`src/rtl/risc_ctrl_pkg.sv`:
```
// Shared encodings for the multi-cycle RISC-V control path: FSM states,
// opcodes and the datapath select codes used by the immediate generator,
// ALU source muxes and result mux.
package risc_ctrl_pkg;

    // FSM states (4-bit, exported on state_o for debug)
    typedef enum logic [3:0] {
        ST_FETCH    = 4'd0,
        ST_DECODE   = 4'd1,
        ST_MEMADR   = 4'd2,
        ST_MEMREAD  = 4'd3,
        ST_MEMWB    = 4'd4,
        ST_MEMWRITE = 4'd5,
        ST_EXECR    = 4'd6,
        ST_EXECI    = 4'd7,
        ST_ALUWB    = 4'd8,
        ST_BEQ      = 4'd9,
        ST_JAL      = 4'd10,
        ST_TRAP     = 4'd11
    } state_t;

    // Opcodes (instr[6:0])
    localparam logic [6:0] OP_LW  = 7'b0000011;
    localparam logic [6:0] OP_SW  = 7'b0100011;
    localparam logic [6:0] OP_R   = 7'b0110011;
    localparam logic [6:0] OP_I   = 7'b0010011;
    localparam logic [6:0] OP_BEQ = 7'b1100011;
    localparam logic [6:0] OP_JAL = 7'b1101111;

    // Immediate generator format select
    localparam logic [1:0] IMM_I = 2'b00;
    localparam logic [1:0] IMM_S = 2'b01;
    localparam logic [1:0] IMM_B = 2'b10;
    localparam logic [1:0] IMM_J = 2'b11;

    // ALU source A select
    localparam logic [1:0] SRCA_PC    = 2'b00;
    localparam logic [1:0] SRCA_OLDPC = 2'b01;
    localparam logic [1:0] SRCA_RD1   = 2'b10;

    // ALU source B select
    localparam logic [1:0] SRCB_RD2  = 2'b00;
    localparam logic [1:0] SRCB_IMM  = 2'b01;
    localparam logic [1:0] SRCB_FOUR = 2'b10;

    // Result bus select
    localparam logic [1:0] RES_ALUOUT = 2'b00;
    localparam logic [1:0] RES_RDATA  = 2'b01;
    localparam logic [1:0] RES_ALURES = 2'b10;

    // ALU operation class
    localparam logic [1:0] ALU_ADD   = 2'b00;
    localparam logic [1:0] ALU_SUB   = 2'b01;
    localparam logic [1:0] ALU_FUNCT = 2'b10;

    // Full control word produced by the output decoder
    typedef struct packed {
        logic       adr_src;
        logic       mem_req;
        logic       mem_write;
        logic       ir_write;
        logic       reg_write;
        logic       pc_update;
        logic       branch;
        logic [1:0] result_src;
        logic [1:0] alu_src_a;
        logic [1:0] alu_src_b;
        logic [1:0] alu_op;
        logic [1:0] imm_src;
    } ctrl_t;

endpackage

```
`src/rtl/risc_ctrl_outdec.sv`:
```
// Combinational Moore output decoder: (state, opcode) -> control word.
// mem_ready only qualifies the FETCH-state IR/PC load strobes.
module risc_ctrl_outdec
    import risc_ctrl_pkg::*;
(
    input  logic [3:0] state_i,
    input  logic [6:0] opcode_i,
    input  logic       mem_ready_i,
    output ctrl_t      ctrl_o
);

    // Decode the control word for the current state; unlisted fields stay 0
    always_comb begin
        // NOTE: assigning the whole word first keeps every path fully specified, so no latch is inferred.
        ctrl_o = '0;
        case (state_t'(state_i))
            ST_FETCH: begin
                ctrl_o.mem_req    = 1'b1;
                ctrl_o.adr_src    = 1'b0;
                ctrl_o.alu_src_a  = SRCA_PC;
                ctrl_o.alu_src_b  = SRCB_FOUR;
                ctrl_o.alu_op     = ALU_ADD;
                ctrl_o.result_src = RES_ALURES;
                ctrl_o.ir_write   = mem_ready_i;
                ctrl_o.pc_update  = mem_ready_i;
            end
            ST_DECODE: begin
                ctrl_o.alu_src_a = SRCA_OLDPC;
                ctrl_o.alu_src_b = SRCB_IMM;
                ctrl_o.alu_op    = ALU_ADD;
                ctrl_o.imm_src   = (opcode_i == OP_JAL) ? IMM_J : IMM_B;
            end
            ST_MEMADR: begin
                ctrl_o.alu_src_a = SRCA_RD1;
                ctrl_o.alu_src_b = SRCB_IMM;
                ctrl_o.alu_op    = ALU_ADD;
                ctrl_o.imm_src   = (opcode_i == OP_SW) ? IMM_S : IMM_I;
            end
            ST_MEMREAD: begin
                ctrl_o.mem_req    = 1'b1;
                ctrl_o.adr_src    = 1'b1;
                ctrl_o.result_src = RES_ALUOUT;
            end
            ST_MEMWB: begin
                ctrl_o.result_src = RES_RDATA;
                ctrl_o.reg_write  = 1'b1;
            end
            ST_MEMWRITE: begin
                ctrl_o.mem_req    = 1'b1;
                ctrl_o.mem_write  = 1'b1;
                ctrl_o.adr_src    = 1'b1;
                ctrl_o.result_src = RES_ALUOUT;
            end
            ST_EXECR: begin
                ctrl_o.alu_src_a = SRCA_RD1;
                ctrl_o.alu_src_b = SRCB_RD2;
                ctrl_o.alu_op    = ALU_FUNCT;
            end
            ST_EXECI: begin
                ctrl_o.alu_src_a = SRCA_RD1;
                ctrl_o.alu_src_b = SRCB_IMM;
                ctrl_o.alu_op    = ALU_FUNCT;
                ctrl_o.imm_src   = IMM_I;
            end
            ST_ALUWB: begin
                ctrl_o.result_src = RES_ALUOUT;
                ctrl_o.reg_write  = 1'b1;
            end
            ST_BEQ: begin
                ctrl_o.alu_src_a  = SRCA_RD1;
                ctrl_o.alu_src_b  = SRCB_RD2;
                ctrl_o.alu_op     = ALU_SUB;
                ctrl_o.result_src = RES_ALUOUT;
                ctrl_o.branch     = 1'b1;
            end
            ST_JAL: begin
                ctrl_o.alu_src_a  = SRCA_OLDPC;
                ctrl_o.alu_src_b  = SRCB_FOUR;
                ctrl_o.alu_op     = ALU_ADD;
                ctrl_o.result_src = RES_ALUOUT;
                ctrl_o.pc_update  = 1'b1;
            end
            default: ctrl_o = '0;  // TRAP and unused codes: all enables off
        endcase
    end

endmodule

```
`src/rtl/risc_mc_ctrl.sv`:
```
// Main control FSM for the multi-cycle RISC-V datapath.
// Holds the state register and next-state logic; outputs come from
// risc_ctrl_outdec. Optional build macro RISC_CTRL_TRAP_EN routes unknown
// opcodes to a sticky TRAP state with the illegal flag; without it they
// retire as NOPs and illegal is tied 0.
module risc_mc_ctrl
    import risc_ctrl_pkg::*;
(
    input  logic       clk,
    input  logic       rst,
    input  logic [6:0] opcode,
    input  logic       zero,
    input  logic       mem_ready,
    output logic       pc_write,
    output logic       adr_src,
    output logic       mem_req,
    output logic       mem_write,
    output logic       ir_write,
    output logic       reg_write,
    output logic [1:0] result_src,
    output logic [1:0] alu_src_a,
    output logic [1:0] alu_src_b,
    output logic [1:0] alu_op,
    output logic [1:0] imm_src,
    output logic [3:0] state_o,
    output logic       illegal
);

    state_t state_q, state_d;
    ctrl_t  ctrl;

    // State register; rst overrides every transition
    always_ff @(posedge clk) begin
        // NOTE: sequential state uses non-blocking assignment so all flops update from pre-edge values.
        if (rst) state_q <= ST_FETCH;
        else     state_q <= state_d;
    end

    // Next-state logic
    always_comb begin
        state_d = state_q;
        case (state_q)
            ST_FETCH:    if (mem_ready) state_d = ST_DECODE;
            ST_DECODE: begin
                case (opcode)
                    OP_LW, OP_SW: state_d = ST_MEMADR;
                    OP_R:         state_d = ST_EXECR;
                    OP_I:         state_d = ST_EXECI;
                    OP_BEQ:       state_d = ST_BEQ;
                    OP_JAL:       state_d = ST_JAL;
`ifdef RISC_CTRL_TRAP_EN
                    default:      state_d = ST_TRAP;
`else
                    default:      state_d = ST_FETCH;
`endif
                endcase
            end
            ST_MEMADR:   state_d = (opcode == OP_SW) ? ST_MEMWRITE : ST_MEMREAD;
            ST_MEMREAD:  if (mem_ready) state_d = ST_MEMWB;
            ST_MEMWB:    state_d = ST_FETCH;
            ST_MEMWRITE: if (mem_ready) state_d = ST_FETCH;
            ST_EXECR:    state_d = ST_ALUWB;
            ST_EXECI:    state_d = ST_ALUWB;
            ST_ALUWB:    state_d = ST_FETCH;
            ST_BEQ:      state_d = ST_FETCH;
            ST_JAL:      state_d = ST_ALUWB;
`ifdef RISC_CTRL_TRAP_EN
            ST_TRAP:     state_d = ST_TRAP;
`endif
            default:     state_d = ST_FETCH;
        endcase
    end

    risc_ctrl_outdec u_outdec (
        .state_i     (state_q),
        .opcode_i    (opcode),
        .mem_ready_i (mem_ready),
        .ctrl_o      (ctrl)
    );

`ifdef RISC_CTRL_TRAP_EN
    logic illegal_q, illegal_d;

    // Sticky illegal flag: set on entry to TRAP, cleared only by rst
    always_comb illegal_d = illegal_q | (state_d == ST_TRAP);

    // Illegal flag register
    always_ff @(posedge clk) begin
        if (rst) illegal_q <= 1'b0;
        else     illegal_q <= illegal_d;
    end

    assign illegal = illegal_q;
`else
    assign illegal = 1'b0;
`endif

    assign pc_write   = ctrl.pc_update | (ctrl.branch & zero);
    assign adr_src    = ctrl.adr_src;
    assign mem_req    = ctrl.mem_req;
    assign mem_write  = ctrl.mem_write;
    assign ir_write   = ctrl.ir_write;
    assign reg_write  = ctrl.reg_write;
    assign result_src = ctrl.result_src;
    assign alu_src_a  = ctrl.alu_src_a;
    assign alu_src_b  = ctrl.alu_src_b;
    assign alu_op     = ctrl.alu_op;
    assign imm_src    = ctrl.imm_src;
    assign state_o    = state_q;

endmodule

```
`config.mk`:
```
export PLATFORM = sky130hd
export DESIGN_NAME = risc_mc_ctrl
export DESIGN_NICKNAME = d
export VERILOG_FILES = /design/src/rtl/risc_ctrl_pkg.sv /design/src/rtl/risc_ctrl_outdec.sv /design/src/rtl/risc_mc_ctrl.sv
export SDC_FILE = /design/constraint.sdc
export NUM_CORES = 1
export LEC_CHECK = 0
export ABC_AREA = 1
export CORE_AREA = 2 2 39 41
export DETAILED_ROUTE_END_ITERATION = 8
export DIE_AREA = 0 0 41 43
export PLACE_DENSITY = 0.81
export SLEW_MARGIN = 0
export SYNTH_ARGS = -nofsm -noshare
export SYNTH_HDL_FRONTEND = slang
export SYNTH_SLANG_ARGS = --single-unit
export TNS_END_PERCENT = 100
```
`constraint.sdc`:
```
create_clock -name clk -period 2.3 [get_ports clk]
set_clock_uncertainty 0.2 [all_clocks]
set_input_delay 0.345 -clock clk [delete_from_list [all_inputs] [get_ports clk]]
set_output_delay 0.345 -clock clk [all_outputs]
set_load 0.005 [all_outputs]
```
=== Word-level counts from Yosys, hierarchy flattened ===
Index checks and enable logic that the tools add are counted.

* Bits in registers: 4
* Input port bits: 11
* Output and inout bits: 21
* Logic and storage cells: 45

* Eq/ne operators: 19
* Mux-type cells: 17
* Bitwise logic cells: 2
* Reduce and logical (&&, ||, !) cells: 6

{| class="wikitable"
|+ Operators with widths
! cell !! number
|-
| case mux 6 bit (7 select lines) || 1
|-
| case mux 4 bit (6 select lines) || 1
|-
| case mux 4 bit (5 select lines) || 1
|-
| equality test 4 x 3 -> 1 bit, second input constant || 4
|-
| equality test 7 x 6 -> 1 bit, second input constant || 2
|-
| equality test 7 bit, second input constant || 2
|-
| equality test 4 bit, second input constant || 3
|-
| 2-to-1 mux 4 bit || 3
|-
| case mux 2 bit (2 select lines) || 3
|-
| equality test 4 x 2 -> 1 bit, second input constant || 2
|-
| equality test 7 x 2 -> 1 bit, second input constant || 1
|-
| equality test 7 x 5 -> 1 bit, second input constant || 1
|-
| 2-to-1 mux 1 bit || 6
|-
| inequality test 2 bit, second input constant || 3
|-
| OR reduction 2 bit || 3
|-
| equality test 4 x 1 -> 1 bit, second input constant || 1
|-
| zero test 4 bit || 1
|-
| 2-to-1 mux 3 bit || 1
|-
| AND reduction 3 bit || 1
|-
| OR reduction 3 bit || 1
|-
| case mux 1 bit (2 select lines) || 1
|-
| AND 1 bit || 1
|-
| OR 1 bit || 1
|}

=== Longest topological paths before layout ===
Gate-level depths: netlist of the first run.

* Depth after elaboration: 4
* Gate-level depth with buffers: 9

=== By module ===
From an unflattened synthesis of the first run, not the netlist that was laid out.

* Cell total of the unflattened synthesis: 117
* Area total of the unflattened synthesis: 618.1 µm²

{| class="wikitable"
|+ Modules (own cells, without submodules)
! module !! times used !! cells each !! area an instance (µm²)
|-
| risc_mc_ctrl || 1 || 69 || 401.6
|-
| risc_ctrl_outdec || 1 || 48 || 216.5
|}

=== Worst setup path after synthesis of the first run ===
No wires, ideal clock.

* Path type: register to output
* From: reg state_q[3], in the netlist state_o[3]
* To: out pc_write
* Arrival: 0.974 ns
* Required time: 1.755 ns
* Setup slack: 0.781 ns
* Stages on the path, launching flop included: 5
* Path buffers: 0
* Path through: dfxtp_1 > nor2_1 > nand2_1 > nor2_1 > a211o_1

* Word-level cells in the longest chain between the ends: 4
* Elaborated cells between the ends (all ways): 7
* Those cells by class: eq/ne: 2; mux: 2; bitwise: 2; reduce/logical: 1

{| class="wikitable"
|+ RTL lines
! item !! line !! source
|-
| start: declaration || risc_mc_ctrl.sv:29 || <nowiki>state_t state_q, state_d;</nowiki>
|-
| start signal: assignment || risc_mc_ctrl.sv:36 || <nowiki>else state_q <= state_d;</nowiki>
|-
| equality test 4 bit || risc_ctrl_outdec.sv:16 || <nowiki>case (state_t'(state_i))</nowiki>
|-
| 2-to-1 mux 1 bit || risc_ctrl_outdec.sv:16 ||
|-
| AND 1 bit || risc_mc_ctrl.sv:98 || <nowiki>assign pc_write = ctrl.pc_update | (ctrl.branch & zero);</nowiki>
|-
| OR 1 bit * || risc_mc_ctrl.sv:98 ||
|-
| end: declaration || risc_mc_ctrl.sv:14 || <nowiki>output logic pc_write,</nowiki>
|}

Mark *: on every way between the ends. The rest lies on a longest branch, timed or not.

=== Worst setup path after layout of the first run ===
* From: in mem_ready
* To: out pc_write

* Word-level cells in the longest chain between the ends: 2

{| class="wikitable"
|+ RTL lines
! item !! line !! source
|-
| start: declaration || risc_mc_ctrl.sv:13 || <nowiki>input logic mem_ready,</nowiki>
|-
| case mux 1 bit (2 select lines) || risc_ctrl_outdec.sv:16 ||
|-
| OR 1 bit || risc_mc_ctrl.sv:98 ||
|}

Every way passes these cells.

==> summary.txt, run 1 <==
Logic synthesis
  • Distinct cells, synth: 18
  • Largest family of logic cells by synthesized area: simple AND/OR/NAND/NOR gates
  • EDFF count, synth: 0
  • Synth Area in Compound Gates: 10.73%
  • Largest cells by area after synthesis: nand2_1 (22%), dfxtp_1 (17%), inv_1 (15%)
  • Synth top area share: between 20% and 30%
  • Synth top cells by count: nand2_1 (28), inv_1 (19), nor2_1 (17)
  • Post-Synthesis Cells: 95
  • Count leader, synth: nand2_1
  • Post-synth ARST share: 0%
  • Synthesis-stage register bit count: 4
  • Top FF cell, synth: dfxtp_1
  • Synthesis Warnings: 0
  • Synth Area in Simple Gates: a little over half
  • Synth area leader: nand2_1
  • Syn Std Cell Area: roughly 480 um^2
  • Adder-cell share of the synthesized area: 0%
  • Xor and xnor area share after synthesis: 0%
  • Post-synthesis mux area share: 0%
  • Seq/Total Area, Yosys: between 10% and 20%
  • Syn_nets: roughly 110
  • Mean post-synth cell area: 5.031 um^2

Worst hold path
  • Hold path depth: 6
  • HP Class: in -> reg

Drt
  • 1st-pass router iterations: 4
  • Vias per cell: 4.742
  • Wirelength, routed: around 1.6 mm
  • DRT antenna net count: 0
  • Via count: 716
  • Drt drc: 0
  • WL/cell: 10.51 um
  • Iter 0 DRT Violations: 4

Power
  • Power Internal: roughly 0.00019 W
  • Clk pwr share: between 30 and 40%
  • Sequential Power Share: between 20% and 30%
  • Net Sw Power: just over 0.00007 W
  • VDD IR max: about 0.00025 V
  • Switching share of total power: between 20% and 30%
  • Comb power frac: between 40 and 50%
  • Cell Pwr Density: roughly 280 nW/um^2
  • Tot Pwr: 0.0002594 W
  • Leak: 0.5121 nW

Worst setup path
  • R2R cell count: 8
  • R2r setup slk: just under 0.9 ns
  • WS Path Type: in -> out
  • Startpoint types: primary input
  • CP Max Fanout: 4
  • CP max stage cell: clkdlybuf4s50_1
  • CP Buf/Inv Count: 3
  • Worst path depth: 5
  • Arrival time worst endpoint: 1.64 ns
  • Most common cell on crit path: clkdlybuf4s50_1
  • Worst Setup End Kind: output port
  • CP max stage delay: 0.44 ns
  • Req. time, crit path: 1.75 ns
  • Crit-path leading delay family: buffers and inverters
  • CP cell instances: clkdlybuf4s50_1 -> inv_1 -> nor2_1 -> a211o_1 -> clkdlybuf4s50_1

Die
  • Row Count: 14
  • Die height: 43 um
  • Core area: between 1000 and 1500 um^2
  • Top-Level Pins: 32
  • Starting Density: about a third
  • Die area: between 1500 and 2000 um^2
  • Die X: around 41 um

Timing
  • Fin crit period: 2.188 ns
  • Fin crit share: between 90% and 100%
  • Fmax: around 460 MHz
  • RSZ-0062 raised after global routing: false
  • Final Setup Violations: 0
  • Fin. max-slew vios: 0
  • Fin. Hold Viols: 0
  • Setup TNS: 0 ns

Global route
  • Initial antenna violation count: 0
  • Remaining global-route overflow: 0
  • Gr usage total: between 15 and 20%
  • Pin count of the biggest net entering global routing: 7
  • First-pass GRT wire length: 2.283 mm
  • Vias in the first global route: about 620

Status
  • Status: finished, final reports clean

Clock network
  • Clock Tree Root: clkbuf_4
  • H-tree depth: 1
  • Clock Path Buffers: 2
  • Hold buffers post-CTS: 0
  • Worst-Skew Late Latency: approximately 0.22 ns
  • CTS tree: yes
  • Register clock-pin slew on the reported worst setup and hold paths: around 0.030 ns
  • TritonCTS buffer count: 3
  • Sinks on Clock Net: 4

Final layout
  • Diode count: 0
  • Nets: approximately 150
  • Area grow syn2layout: 93.19%
  • Max reg flops: 4
  • Share of layout cells above drive strength 1: between 20 and 25%
  • Fin util: about two thirds

Place
  • Port bufs: 30
  • Post-DP HPWL: about 1.2 mm
  • Routability cong.: 0.8576

Job
  • Maxcap violations: 0
==> layer usage <==
layer  part of all wire (%)  global-route usage (%)
met1                     41                   23.15
met2                     55                   30.31
met3                    3.5                   1.571
met4                    1.3                   4.000
met5                      0                       0
==> power groups by stage <==
stage / registers, W / clock network [W] / logic, W
after floorplan: 0.0000749 / 0 / 0.0000383
after global placement: 0.0000750 / 0 / 0.0000930
after detailed placement: 0.0000750 / 0 / 0.0000948
after CTS: 0.0000740 / 0.0000850 / 0.0000962
after global routing: 0.0000745 / 0.0000886 / 0.000114
final: 0.0000740 / 0.0000810 / 0.000104
==> worst min-delay path: stages <==
cell and delay (ns):
dlymetal6s2s_1 0.16, nor2_2 0.05, nand3_2 0.07, nand3_1 0.06, nand2_1 0.06, a21oi_1 0.06
==> final cells by class <==
| class | count | area [um^2] |
|---|---|---|
| repair buffers | 38 | 372.9 |
| inverters | 21 | 78.83 |
| multi-input cells | 69 | 349.1 |
| clock buffers | 3 | 22.52 |
| well taps | 16 | 20.02 |
| flip-flops and latches | 4 | 80.08 |
| fillers | 127 | 460.4 |
==> layout by cell type (no fill, tap or decap) <==
cell,instances
nor3_2,1
inv_1,16
inv_2,5
dfxtp_1,4
nand4_1,1
nor2_2,4
nand3_2,2
o21ai_0,3
nor2_1,12
nand2_2,5
o211ai_1,1
nand3_1,5
clkdlybuf4s50_1,25
conb_1,1
a211o_1,1
dlymetal6s2s_1,5
nor2_4,3
buf_4,8
clkbuf_4,3
a21oi_1,4
nand2_1,26
==> cell families (layout without fill, tap and decap cells) <==
logic type / after synthesis / in the layout
other: 1 / 1
flip-flops: 4 / 4
AO/OA/AOI/OAI: 9 / 9
AND/OR/NAND/NOR: 59 / 59
buffers and inverters: 22 / 62
==> final timing paths <==
check                  start          to
hold / removal     opcode[6]  state_o[2]
setup reg to reg  state_o[3]  state_o[2]
setup / recovery   mem_ready    pc_write
hold reg to reg   state_o[0]  state_o[0]
==> through the flow <==
step | instances | setup WS, ns | cell area (um^2) | hold slack [ns]
4_1_cts | 148 | 0.002999 | 858.3 | 0.5295
2_1_floorplan | 95 | 0.7811 | 478.0 | 0.2141
3_5_place_dp | 145 | -0.02656 | 828.3 | 0.5166
6_report | 151 | 0.1122 | 923.4 | 0.4292
3_3_place_gp | 145 | 0.01318 | 828.3 | 0.5146
5_1_grt | 151 | 0.009191 | 923.4 | 0.4925
==> repair_timing <==
item	4_1_cts	5_1_grt
buffers inserted	0	3
resized for setup	2	17
pin swaps	1	4
endpoints found under the setup margin	1	2
(Power assumes the default switching activity.)
==> inputs of run 2 (changes only) <==
==> constraint.sdc (replaced) <==
create_clock -name clk -period 2.6 [get_ports clk]
set_clock_uncertainty 0.2 [all_clocks]
set_input_delay 0.39 -clock clk [delete_from_list [all_inputs] [get_ports clk]]
set_output_delay 0.39 -clock clk [all_outputs]
set_load 0.005 [all_outputs]
==> run 2 against run 1 <==
Net effect: global-route usage shrank 0.59 points; sequential share of layout area is 1.0 points higher; cell count shrank 4.0%; combinational power decreased by 22%; power down 15%; hold slack improved by 0.089 ns; largest power group unchanged; critical endpoint is now imm_src[0]; die area unchanged; via count fell by 7.3%.
==> summary.txt, run 2 (synthesized netlist as in run 1, its figures left out) <==
Status
  • Status: finished, final reports clean

Drt
  • Via count: approximately 660
  • Drt drc: 0
  • Wirelength, routed: 1.348 mm
  • Iter 0 DRT Violations: 2
  • 1st-pass router iterations: 3
  • WL/cell: 9.297 um
  • DRT antenna net count: 0
  • Vias per cell: around 4.6

Power
  • Sequential Power Share: slightly below 30%
  • VDD IR max: about 0.00023 V
  • Cell Pwr Density: ~260 nW/um^2
  • Clk pwr share: roughly 33%
  • Comb power frac: between 30% and 40%
  • Switching share of total power: between 20% and 30%
  • Net Sw Power: around 0.000058 W
  • Power Internal: 0.0001617 W
  • Tot Pwr: ~0.00022 W
  • Leak: roughly 0.43 nW

Clock network
  • Post-CTS resize count: 0
  • CTS tree: yes
  • Worst-Skew Late Latency: 0.23 ns
  • Clock Path Buffers: 2
  • Hold buffers post-CTS: 0
  • Sinks on Clock Net: 4
  • Clock Tree Root: clkbuf_4
  • TritonCTS buffer count: 3
  • Post-CTS Setup Inserts: 0
  • H-tree depth: 1
  • Register clock-pin slew on the reported worst setup and hold paths: 0.03 ns

Die
  • Top-Level Pins: 32
  • Die height: approximately 43 um
  • Die area: roughly 1800 um^2
  • Die X: 41 um
  • Starting Density: around 35%
  • Row Count: 14
  • Core area: 1384 um^2

Timing
  • RSZ-0062 raised after global routing: false
  • Fmax: between 400 and 500 MHz
  • Final setup margin: 0.1408 ns
  • Fin. Hold Viols: 0
  • Fin crit period: 2.459 ns
  • Fin crit share: between 90% and 100%
  • Setup TNS: 0 ns
  • Final Setup Violations: 0
  • Fin. max-slew vios: 0

Global route
  • Pin count of the biggest net entering global routing: 7
  • Vias in the first global route: just over 600
  • First-pass GRT wire length: around 2.2 mm
  • Initial antenna violation count: 0
  • Remaining global-route overflow: 0
  • Gr usage total: about 17%

Final layout
  • Most common cell after layout, fill and taps aside: clkdlybuf4s50_1
  • Nets: about 140
  • Final non-filler cell area: approximately 830 um^2
  • Post-Layout Cell Count: 145
  • Diode count: 0
  • Commonest non-fill, non-tap cells in the layout: clkdlybuf4s50_1 (30), nand2_1 (28), inv_1 (19), nor2_1 (17), nand3_1 (6)
  • Share of layout cells above drive strength 1: between 10% and 20%
  • Max reg flops: 4
  • Fill count: ~150
  • Area of the multi-input gates: ~310 um^2
  • Register area: between 80 and 90 um^2
  • Area grow syn2layout: 73.30%

Worst setup path
  • Startpoint types: primary input
  • R2r setup slk: 1.16 ns
  • Arrival time worst endpoint: 1.87 ns
  • CP max stage delay: 0.50 ns
  • R2R cell count: 6
  • Req. time, crit path: about 2 ns
  • Worst Setup End Kind: output port
  • CP Max Fanout: 2
  • CP cell instances: clkdlybuf4s50_1 -> nand2_1 -> nor3_1 -> nand3_1 -> nand2_1 -> clkdlybuf4s50_1
  • RR Startpoint: state_o[3]
  • R2R Path End: state_o[2]
  • CP Buf/Inv Count: 2
  • WS Path Type: in -> out
  • Crit-path leading delay family: buffers and inverters
  • CP max stage cell: clkdlybuf4s50_1

Place
  • Area after DPL: roughly 810 um^2
  • Post-place setup slack: ~0.14 ns
  • Post-DP HPWL: around 1.2 mm
  • Port bufs: 30
  • Routability cong.: 0.8408
  • Placed instance count: around 140

Worst hold path
  • Hold Startpoint: state_o[0]
  • Hold path depth: 5
  • Worst hold endpoint: state_o[0]
  • HP Class: reg -> reg

Job
  • Maxcap violations: 0
==> run 2: cell count changes in the layout (fill, tap and decap cells not counted), moves of 3 or more <==
cell / before / now
buf_4: 8 / 2
clkdlybuf4s50_1: 25 / 30
dlymetal6s2s_1: 5 / 0
inv_1: 16 / 19
inv_2: 5 / 2
nor2_1: 12 / 17
nor2_2: 4 / 1
==> run 2: tightest hold or removal path, cell delays in order, from the launching register on <==
cell,delay (ns)
dfxtp_1,0.34
inv_1,0.09
nand2_1,0.05
nand2_1,0.06
nand2_1,0.04
a21oi_1,0.10
==> run 2: area by class of cell <==
type,count,share of cell area (%)
flip-flops and latches,4,9.668
well taps,16,2.417
inverters,21,9.517
clock buffers,3,2.719
multi-input cells,69,37.61
repair buffers,32,38.07
==> run 2: per-layer routing <==
layer	up-vias	GRT usage, %	share of wire, %
li1	356	-	-
met1	298	21.29	43
met2	10	30.31	55
met3	0	1.571	2.7
met4	0	4.000	0
met5	-	0	0
==> run 2: power groups by stage <==
stage | sequential [W] | clock [W] | combinational [W]
4_1_cts | 0.0000655 | 0.0000762 | 0.0000815
2_1_floorplan | 0.0000663 | 0 | 0.0000339
6_report | 0.0000655 | 0.0000725 | 0.0000814
5_1_grt | 0.0000658 | 0.0000795 | 0.0000896
3_3_place_gp | 0.0000663 | 0 | 0.0000801
3_5_place_dp | 0.0000664 | 0 | 0.0000812
==> run 2: metrics by stage <==
step | hold WS (ns) | util, %
2_1_floorplan | 0.2591 | -
3_3_place_gp | 0.5089 | 58.23
3_5_place_dp | 0.5132 | 58.23
4_1_cts | 0.5263 | 59.86
5_1_grt | 0.6052 | 59.86
6_report | 0.5177 | 59.86
==> run 2: how the worst max path moves through the flow <==
stage | from | cells past startpoint | to
2_1_floorplan | state_o[3] | 4 | pc_write
4_1_cts | opcode[2] | 6 | imm_src[0]
3_3_place_gp | opcode[2] | 6 | imm_src[0]
5_1_grt | opcode[4] | 7 | imm_src[0]
6_report | opcode[0] | 6 | imm_src[0]
3_5_place_dp | opcode[2] | 6 | imm_src[0]
==> inputs of run 3 (changes only) <==
--- a/config.mk
+++ b/config.mk
@@ -6,10 +6,13 @@
 export NUM_CORES = 1
 export LEC_CHECK = 0
 export ABC_AREA = 1
-export CORE_AREA = 2 2 39 41
+export CELL_PAD_IN_SITES_DETAIL_PLACEMENT = 1
+export CELL_PAD_IN_SITES_GLOBAL_PLACEMENT = 1
+export CORE_MARGIN = 2
+export CORE_UTILIZATION = 22
 export DETAILED_ROUTE_END_ITERATION = 8
-export DIE_AREA = 0 0 41 43
-export PLACE_DENSITY = 0.81
+export PLACE_DENSITY_LB_ADDON = 0.1
+export SETUP_SLACK_MARGIN = 0.02
 export SLEW_MARGIN = 0
 export SYNTH_ARGS = -nofsm -noshare
 export SYNTH_HDL_FRONTEND = slang
==> run 3 against run 2 <==
Net effect: sequential power about the same; register-to-register slack hardly changed; sequential cell count unchanged; critical path depth is the same; clock-buffer cell count is the same; power rose by 1.3%; worst setup slack gained 0.042 ns; clock power increased by 2%; final area up 2.6%; cell count up 8.3%; non-clock buffer count grew 1; die area increased by 45%.
==> summary.txt, run 3 (synthesized netlist as in run 1, its figures left out) <==
Die
  • Core area: roughly 2000 um^2
  • Top-Level Pins: 32
  • Die X: between 50 and 60 um
  • Starting Density: 23.87%
  • Die area: about 2600 um^2
  • Die height: slightly above 50 um
  • Row Count: 16

Clock network
  • Post-CTS Setup Inserts: 0
  • Worst-Skew Late Latency: 0.23 ns
  • Sinks on Clock Net: 4
  • Register clock-pin slew on the reported worst setup and hold paths: 0.04 ns
  • CTS tree: yes
  • Post-CTS resize count: 0
  • Clock Path Buffers: 2
  • TritonCTS buffer count: 3
  • Hold buffers post-CTS: 0
  • Clock Tree Root: clkbuf_4
  • H-tree depth: 1

Worst hold path
  • HP Class: reg -> reg

Final layout
  • Fin util: ~42%
  • Nets: between 100 and 150
  • Commonest non-fill, non-tap cells in the layout: clkdlybuf4s50_1 (30), nand2_1 (28), inv_1 (19), nor2_1 (17), nand3_1 (6)
  • Fill count: 281
  • Most common cell after layout, fill and taps aside: clkdlybuf4s50_1
  • Area grow syn2layout: 77.75%
  • Max reg flops: 4
  • Area of the multi-input gates: 311.5 um^2
  • Share of layout cells above drive strength 1: between 10% and 20%
  • Diode count: 0
  • Register area: ~80 um^2

Worst setup path
  • Worst Setup End Kind: output port
  • CP Buf/Inv Count: 3
  • CP max stage delay: approximately 0.50 ns
  • Arrival time worst endpoint: around 1.8 ns
  • CP cell instances: clkdlybuf4s50_1 -> inv_1 -> nor2_1 -> nand3_1 -> nand2_1 -> clkdlybuf4s50_1
  • Most common cell on crit path: clkdlybuf4s50_1
  • Startpoint types: primary input
  • Req. time, crit path: 2.01 ns
  • CP Max Fanout: 4
  • WS Path Type: in -> out
  • Crit-path leading delay family: buffers and inverters
  • CP max stage cell: clkdlybuf4s50_1

Timing
  • Fin. Hold Viols: 0
  • Fin crit share: approximately 93%
  • Fmax: ~410 MHz
  • RSZ-0062 raised after global routing: false
  • Fin. max-slew vios: 0
  • Setup TNS: 0 ns
  • Fin crit period: around 2.4 ns
  • Final Setup Violations: 0

Place
  • Post-DP HPWL: roughly 1.5 mm
  • Port bufs: 30
  • Routability cong.: about 0.75

Drt
  • Vias per cell: roughly 4.3
  • WL/cell: between 10 and 15 um
  • Wirelength, routed: between 1.5 and 2 mm
  • Drt drc: 0
  • 1st-pass router iterations: 2
  • Via count: 668
  • DRT antenna net count: 0
  • Iter 0 DRT Violations: 6

Power
  • Tot Pwr: between 0.0002 and 0.00025 W
  • Cell Pwr Density: about 260 nW/um^2
  • Leak: between 0.4 and 0.5 nW
  • VDD IR max: 0.0003164 V

Global route
  • Pin count of the biggest net entering global routing: 7
  • Gr usage total: ~14%
  • Initial antenna violation count: 0
  • First-pass GRT wire length: 2.794 mm
  • Remaining global-route overflow: 0
  • Vias in the first global route: 646

Job
  • Maxcap violations: 0

Status
  • Status: finished, final reports clean
-- run 3: worst reg2reg max path: cells and delay by family (launching register included) --
kind               cells  cell delay (ns)
and+or+nand+nor        5             0.61
DFF                    1             0.42
AOI/OAI and AO/OA      1             0.13
-- run 3: path summary, 6_finish.rpt --
path | slack [ns] | startpoint | end | cells past startpoint
max | 0.18 | opcode[6] | imm_src[0] | 6
min | 0.54 | state_o[0] | state_o[0] | 5
max reg2reg | 1.17 | state_o[1] | state_o[2] | 6
min reg2reg | 0.54 | state_o[0] | state_o[0] | 5
-- run 3: per-stage QoR --
step / area [um^2] / std cells / worst slack (ns) / hold WS, ns
4_1_cts: 849.6 / 157 / 0.1796 / 0.5536
5_1_grt: 849.6 / 157 / 0.06167 / 0.5982
3_3_place_gp: 827.0 / 154 / 0.1810 / 0.5649
2_1_floorplan: 478.0 / 95 / 1.036 / 0.2591
6_report: 849.6 / 157 / 0.1832 / 0.5437
3_5_place_dp: 827.0 / 154 / 0.1776 / 0.5345
-- run 3: area by class of cell --
cell class,instances,area share [%]
flip-flops and latches,4,9.426
well taps,27,3.976
multi-input cells,69,36.67
clock buffers,3,2.651
repair buffers,33,38.00
inverters,21,9.278
-- run 3: power breakdown --
part	leakage (nW)	internal, W	switching (W)
Sequential	0.0325	0.0000634	0.00000233
Clock	0.0138	0.0000514	0.0000226
Combinational	0.386	0.0000471	0.0000354
Total	0.432	0.000162	0.0000604
-- run 3: routing by layer --
layer,up-vias,share of wire [%],GRT usage (%)
met5,-,0,0
met4,0,0,2.703
met3,0,4.3,2.976
met2,20,47,24.34
met1,294,48,17.65
li1,354,-,-
